## src/rtl/seq_alu.sv

```systemverilog
// seq_alu: handshaked multi-cycle ALU (clk, rst_n, in_valid/in_ready, A, B, func -> out_valid/out_ready, Y, flags{N,Z,C,V}); define ALU_MULH_EN to add func 10 mulh
module seq_alu #(
  parameter int N   = 32,
  parameter int SHW = $clog2(N)
) (
  input  logic         clk,
  input  logic         rst_n,
  input  logic         in_valid,
  output logic         in_ready,
  input  logic [N-1:0] A,
  input  logic [N-1:0] B,
  input  logic [3:0]   func,
  output logic         out_valid,
  input  logic         out_ready,
  output logic [N-1:0] Y,
  output logic [3:0]   flags
);
  typedef enum logic {IDLE, BUSY} state_t;
  state_t         state;
  logic [SHW-1:0] count;
  logic [3:0]     f_r;
  logic [N-1:0]   op, hi, lo;
  logic           multi, mul_in, mul_r, last, load;
  logic [N:0]     s_sum, shl_w, shr_w, m_sum, d_t, d_r;
  logic [N-1:0]   d_sub, y1, hi_n, lo_n, y_m, y_nx;
  logic [SHW-1:0] sh;
  logic           big, c1, v1, d_ge, c_m, v_m, c_nx, v_nx;
`ifdef ALU_MULH_EN
  assign multi  = func inside {4'd2, 4'd3, 4'd4, 4'd10};
  assign mul_in = func == 4'd2 || func == 4'd10;
  assign mul_r  = f_r == 4'd2 || f_r == 4'd10;
`else
  assign multi  = func inside {4'd2, 4'd3, 4'd4};
  assign mul_in = func == 4'd2;
  assign mul_r  = f_r == 4'd2;
`endif
  assign in_ready = state == IDLE && (!out_valid || out_ready);
  assign last     = count == SHW'(N - 1);
  assign load     = (in_valid && in_ready && !multi) || (state == BUSY && last);
  assign s_sum    = {1'b0, A} + {1'b0, B};
  assign d_sub    = A - B;
  assign sh       = B[SHW-1:0];
  assign big      = |B[N-1:SHW];
  assign shl_w    = {1'b0, A} << sh;
  assign shr_w    = {A, 1'b0} >> sh;
  always_comb begin
    y1 = '0;
    c1 = 1'b0;
    v1 = 1'b0;
    case (func)
      4'd0: begin
        y1 = s_sum[N-1:0];
        c1 = s_sum[N];
        v1 = (A[N-1] == B[N-1]) && (s_sum[N-1] != A[N-1]);
      end
      4'd1: begin
        y1 = d_sub;
        c1 = A >= B;
        v1 = (A[N-1] != B[N-1]) && (d_sub[N-1] != A[N-1]);
      end
      4'd5: y1 = A & B;
      4'd6: y1 = A | B;
      4'd7: y1 = A ^ B;
      4'd8: begin
        y1 = big ? '0 : shl_w[N-1:0];
        c1 = big ? (B == N'(N)) && A[0] : shl_w[N];
      end
      4'd9: begin
        y1 = big ? '0 : shr_w[N:1];
        c1 = !big && shr_w[0];
      end
      default: ;
    endcase
  end
  // mult: {hi,lo} shift-add with multiplier in lo; div/mod: restoring, hi = remainder, lo = dividend -> quotient
  assign m_sum = {1'b0, hi} + (lo[0] ? {1'b0, op} : '0);
  assign d_t   = {hi, lo[N-1]};
  assign d_ge  = d_t >= {1'b0, op};
  assign d_r   = d_t - {1'b0, op};
  assign hi_n  = mul_r ? m_sum[N:1] : (d_ge ? d_r[N-1:0] : d_t[N-1:0]);
  assign lo_n  = mul_r ? {m_sum[0], lo[N-1:1]} : {lo[N-2:0], d_ge};
  assign y_m   = (f_r == 4'd2 || f_r == 4'd3) ? lo_n : hi_n;
  assign c_m   = f_r == 4'd2 && |hi_n;
  assign v_m   = f_r == 4'd2 ? |hi_n : (f_r == 4'd3 || f_r == 4'd4) && op == '0;
  assign y_nx  = state == BUSY ? y_m : y1;
  assign c_nx  = state == BUSY ? c_m : c1;
  assign v_nx  = state == BUSY ? v_m : v1;
  always_ff @(posedge clk or negedge rst_n) begin
    if (!rst_n) begin
      state     <= IDLE;
      count     <= '0;
      f_r       <= '0;
      op        <= '0;
      hi        <= '0;
      lo        <= '0;
      out_valid <= 1'b0;
      Y         <= '0;
      flags     <= '0;
    end else begin
      if (load) begin
        out_valid <= 1'b1;
        Y         <= y_nx;
        flags     <= {y_nx[N-1], y_nx == '0, c_nx, v_nx};
      end else if (out_valid && out_ready) begin
        out_valid <= 1'b0;
        Y         <= '0;
        flags     <= '0;
      end
      if (state == IDLE) begin
        if (in_valid && in_ready && multi) begin
          state <= BUSY;
          count <= '0;
          f_r   <= func;
          op    <= mul_in ? A : B;
          hi    <= '0;
          lo    <= mul_in ? B : A;
        end
      end else begin
        hi    <= hi_n;
        lo    <= lo_n;
        count <= count + 1'b1;
        if (last) state <= IDLE;
      end
    end
  end
endmodule

```

## config.mk

```make
export PLATFORM = sky130hd
export DESIGN_NAME = seq_alu
export DESIGN_NICKNAME = d
export VERILOG_FILES = /design/src/rtl/seq_alu.sv
export SDC_FILE = /design/constraint.sdc
export NUM_CORES = 1
export LEC_CHECK = 0
export CORE_MARGIN = 1.5
export CORE_UTILIZATION = 55
export CTS_BUF_LIST = sky130_fd_sc_hd__clkbuf_8
export DETAILED_ROUTE_END_ITERATION = 10
export PLACE_DENSITY = 0.77
export SYNTH_ARGS = -nofsm -noshare
export SYNTH_HDL_FRONTEND = slang
export SYNTH_SLANG_ARGS = --single-unit
export TNS_END_PERCENT = 30
```

## constraint.sdc

```tcl
create_clock -name clk -period 4 [get_ports clk]
set_input_delay 1.2 -clock clk [delete_from_list [all_inputs] [get_ports clk]]
set_output_delay 1.2 -clock clk [all_outputs]
set_load 0.1 [all_outputs]
```

==> impl_metrics.py, run 1 <==
metrics = {
    "clock_network": {
        "root_buffer": "clkbuf_8",
        "cts_max_path_buffers": 2,
        "numCtsBuffers": 17,
        "cts.sinks": 142,
        "h-tree-depth": 4,
        "postCtsHoldBufs": 0,
    },
    "global_routing": {
        "grt_max_degree": 121,
        "grt_pass1_wl_um": 234200,
        "grt_pass1_vias": 37780,
        "track_usage": 0.7331,
        "overflow": 106,
    },
    "synth": {
        "synth_ff_type": "dfrtp_1",
        "ys_async_sr_fraction": 1.000,
        "synth.net_count": 3264,
        "synth_area_um2": 22370,
        "ys_seq_area_frac": 0.1589,
        "yosys.area_share.adder": 0.09980,
        "syn_area_per_cell_um2": 7.416,
        "yosys_warnings": 0,
        "synth-simple-area-share": 0.2087,
        "ys_seq_elements": 142,
        "synth_top_family_by_area": "compound AO/OA/AOI/OAI gates",
        "synth.top_cells.by_count": "a21oi_1 (305), nand2_1 (256), nor2_1 (247)",
        "synth_xor_area_frac": 0.02545,
        "synth.distinct_cells": 93,
        "synth_compound_area_frac": 0.3120,
        "synth_top_area_frac": 0.1589,
        "synth_edf_count": 0,
        "yosysMostFrequentCell": "a21oi_1",
        "synth.area.mux_share": 0.1236,
        "synth_top_cell_by_area": "dfrtp_1",
        "synth_cells": 3016,
        "netlist_top_cells_area": "dfrtp_1 (16%), ha_1 (9.6%), a21oi_1 (6.8%)",
    },
    "placement": {
        "gp_congestion": 1.279,
        "portBuffers": 109,
        "dp_hpwl_um": 87850,
        "pre_cts_slack_ps": -1404,
    },
    "floorplan": {
        "io_pins": 110,
        "start_util": 0.5604,
        "die_w_um": 204.7,
        "die_h_um": 204.7,
        "rows": 73,
    },
    "status": {
        "stop_stage": "global routing",
        "status": "stopped before the end",
        "tool.error": "[ERROR GRT-0116] Global routing finished with congestion. Check the congestion regions in the DRC Viewer.",
    },
}
kinds of logic after synthesis:
kind of cell	count (synthesis)
xor+xnor	65
flops	142
simple gates	967
buf+inv	401
fa+ha+maj	176
mux	203
compound gates	1062
routing by layer:
layer,track usage,overflow
met4,0.7201,51
met5,0.3131,1
met1,0.7361,3
met3,0.6012,3
met2,0.8779,48
through the flow:
step / hold WS [ps] / std cells / setup TNS (ps) / instance area (um2) / util
floorplan: 449.8 / 3016 / -1298 / 22730 / -
global placement: 457.4 / 4395 / -21960 / 31130 / 0.7800
detailed placement: 476.4 / 4395 / -26030 / 31130 / 0.7800
CTS: 497.4 / 4490 / -999.6 / 33250 / 0.8330
what timing repair did:
item | CTS
buffers inserted | 62
gates cloned | 2
hold endpoints to repair | 0
endpoints found under the setup margin | 26
pin swaps | 115
resized for setup | 343
==> inputs of run 2 (changes only) <==
- CORE_UTILIZATION: 55 -> 40
- CTS_BUF_LIST: sky130_fd_sc_hd__clkbuf_8 -> unset
- PLACE_DENSITY: 0.77 -> unset
- PLACE_DENSITY_LB_ADDON: unset -> 0.15
- clock period: 4 -> 5.2 ns (I/O delays scaled with it)
==> run 2 against run 1 <==
The flow now finishes, with violations (setup timing). Synthesized cell count unchanged. Area after synthesis unchanged.
==> impl_metrics.py, run 2 <==
metrics = {
    "status": {
        "status": "complete, but fails checks",
        "violations": "setup timing",
    },
    "critical_path": {
        "crit_end": "flags[2]$_DFFE_PN0P_",
        "slowest_delay_ps": 480,
        "critPathLaunchType": "primary input",
        "reg2reg_from": "lo[0]$_DFFE_PN0P_",
        "rrSetupSlack_ps": 0,
        "rr_worst_depth": 18,
        "cp.required_ps": 5590,
        "cp_data_arrival_time_ps": 5600,
        "r2r-end": "flags[1]$_DFFE_PN0P_",
        "end_kind": "flop",
        "crit_start": "A[12]",
        "crit_slowest_cell": "clkdlybuf4s50_1",
        "worstSetupPathType": "in -> reg",
        "critPathMaxFanout": 3,
        "crit_chain": "clkdlybuf4s50_1, buf_4, buf_4, mux4_2, mux2i_2, buf_4, nor2_1, buf_4, a21oi_1, a221oi_2, nor3_1, nand2_1, a21o_1, a311o_1, or3_1, nor4_2, a32o_2",
        "crit_top_cell": "buf_4",
    },
    "pwr": {
        "p_seq_frac": 0.139,
        "internal-power_mw": 7.113,
        "combPwrFrac": 0.780,
        "pwr-share-clk": 0.081,
        "p_leak_nw": 13.81,
        "pwr_density_cell_nw_per_um2": 522.0,
        "switchingPower_mw": 8.856,
        "netSwitchingFraction": 0.5546,
        "power.total_mw": 15.97,
        "vdd.ir_drop.worst_v": 0.0004350,
    },
    "clock_network": {
        "cts.sinks": 142,
        "root_buffer": "clkbuf_16",
        "postCtsHoldBufs": 0,
        "path_clk_slew_ps": 70,
        "numCtsBuffers": 17,
        "cts_max_path_buffers": 2,
        "h-tree-depth": 4,
        "cts_tree": "built",
        "clkLatencyLatePin_ps": 450,
    },
    "global_routing": {
        "antenna_found_initial": 1,
        "overflow": 0,
        "grt_pass1_wl_um": 176800,
        "grt_max_degree": 86,
        "grt_pass1_vias": 26930,
        "track_usage": 0.4187,
    },
    "synth": {
        "synth_top_cell_by_area": "dfrtp_1",
        "synth_area_um2": 22370,
        "ys_seq_elements": 142,
        "syn_area_per_cell_um2": 7.416,
        "synth_ff_type": "dfrtp_1",
        "netlist_top_cells_area": "dfrtp_1 (16%), ha_1 (9.6%), a21oi_1 (6.8%)",
        "ys_seq_area_frac": 0.1589,
        "yosys_warnings": 0,
        "synth_edf_count": 0,
        "synth_top_area_frac": 0.1589,
        "synth.distinct_cells": 93,
        "yosysMostFrequentCell": "a21oi_1",
        "synth.top_cells.by_count": "a21oi_1 (305), nand2_1 (256), nor2_1 (247)",
        "ys_async_sr_fraction": 1.000,
        "synth_cells": 3016,
        "synth.net_count": 3264,
    },
    "sta": {
        "rsz0062_at_grt": "true",
        "tns_ps": -12.67,
        "slew_headroom": 0.1608,
        "max_freq_ghz": 0.1920,
        "fin_skew_ps": 15.41,
        "final.setup.worst_slack_ps": -9.142,
        "report.final.setup_viol": 2,
        "finalCritPeriodShare": 1.002,
        "drv_slew": 0,
        "period_minus_slack_ps": 5209,
        "worst_pin_slew_ps": 1243,
        "hold_viol": 0,
    },
    "floorplan": {
        "die_h_um": 239.5,
        "io_pins": 110,
        "rows": 86,
        "coreArea_um2": 55200,
        "die_w_um": 239.5,
        "die_area_um2": 57340,
        "start_util": 0.4052,
    },
    "finish": {
        "layout-drive-gt1-share": 0.2788,
        "area_growth_pct": 36.78,
        "layout_common_cells": "buf_4 (727), a21oi_1 (294), nand2_1 (256), nor2_1 (242), o21ai_0 (185)",
        "final_cells": 4403,
        "diodes": 0,
        "nNetsFinal": 3890,
        "layout_commonest_cell": "buf_4",
    },
    "route": {
        "drc": 0,
        "drtIter0Drc": 2810,
        "wl_per_cell_um": 27.82,
        "first_pass_iters": 6,
        "viasPerCell": 6.381,
        "vias": 28100,
        "ant_nets": 0,
        "routed_wl_um": 122500,
    },
    "placement": {
        "dp_hpwl_um": 100600,
        "portBuffers": 109,
        "place_inst": 4360,
        "gp_congestion": 1.060,
    },
    "run": {
        "cap_violations": 0,
    },
    "hold_path": {
        "hp-class": "reg -> reg",
    },
}
==> run 2: per-stage QoR <==
stage / hold WS, ps / setup slack [ps] / instance area [um2] / util
after floorplan: 449.8 / 17.61 / 22430 / -
after global placement: 464.1 / -707.2 / 29390 / 0.5324
after detailed placement: 467.9 / -782.8 / 29390 / 0.5324
after CTS: 483.5 / -27.31 / 30080 / 0.5450
after global routing: 501.1 / -80.60 / 30590 / 0.5542
final: 476.1 / -9.142 / 30590 / 0.5542
==> run 2: cell type report <==
| class | count | area (um2) |
|---|---|---|
| Clock inverter | 15 | 172.7 |
| Clock buffer | 17 | 425.4 |
| Inverter | 145 | 548.0 |
| Tap cell | 748 | 935.9 |
| Fill cell | 5279 | 24610 |
| Timing Repair Buffer | 863 | 7121 |
| Multi-Input combinational cell | 2473 | 17830 |
| Sequential cell | 142 | 3556 |
==> run 2: timing repair <==
action,CTS,global route
resized for setup,26,95
setup endpoints to repair,5,6
gates cloned,0,0
pin swaps,4,30
setup buffers,0,11
==> run 2: worst min-delay path by stage <==
stage                             startpoint            endpoint  slack, ps  cells past startpoint
after floorplan           f_r[1]$_DFFE_PN0P_  f_r[1]$_DFFE_PN0P_        450                      2
after global placement     Y[11]$_DFFE_PN0P_   Y[11]$_DFFE_PN0P_        460                      1
after detailed placement   Y[29]$_DFFE_PN0P_   Y[29]$_DFFE_PN0P_        470                      1
after CTS                  Y[29]$_DFFE_PN0P_   Y[29]$_DFFE_PN0P_        480                      1
after global routing       Y[29]$_DFFE_PN0P_   Y[29]$_DFFE_PN0P_        500                      1
final                      Y[29]$_DFFE_PN0P_   Y[29]$_DFFE_PN0P_        480                      1
==> run 2: layer usage <==
layer | track usage | wire [um]
met3 | 0.05543 | 9722
met4 | 0.2729 | 9722
met1 | 0.5342 | 49460
met5 | 0 | 0
met2 | 0.6637 | 53580
==> run 2: logic make-up (layout without fill, tap and decap cells) <==
| logic type | Yosys count | count (layout) | share of synthesized area |
|---|---|---|---|
| fa+ha+maj | 176 | 176 | 0.09980 |
| flops | 142 | 142 | 0.1589 |
| xor+xnor | 65 | 65 | 0.02545 |
| simple gates | 967 | 967 | 0.2087 |
| compound gates | 1062 | 1062 | 0.3120 |
| mux | 203 | 203 | 0.1236 |
| buf+inv | 401 | 1040 | 0.07155 |
==> run 2: power groups by stage <==
stage / combinational [mW] / sequential, mW / clock, mW
2_1_floorplan: 6.78 / 2.70 / 0
3_3_place_gp: 11.8 / 2.19 / 0
3_5_place_dp: 11.9 / 2.21 / 0
4_1_cts: 12.0 / 2.20 / 1.31
5_1_grt: 13.2 / 2.27 / 1.35
6_report: 12.5 / 2.22 / 1.30
==> run 2: critical path, delay by kind of cell <==
kind / cells / cell delay, ps
AND/OR/NAND/NOR: 5 / 1090
multiplexers: 2 / 720
buffers and inverters: 5 / 1100
AO/OA/AOI/OAI: 5 / 1110
Note: power is estimated with default switching activity, not from simulation.
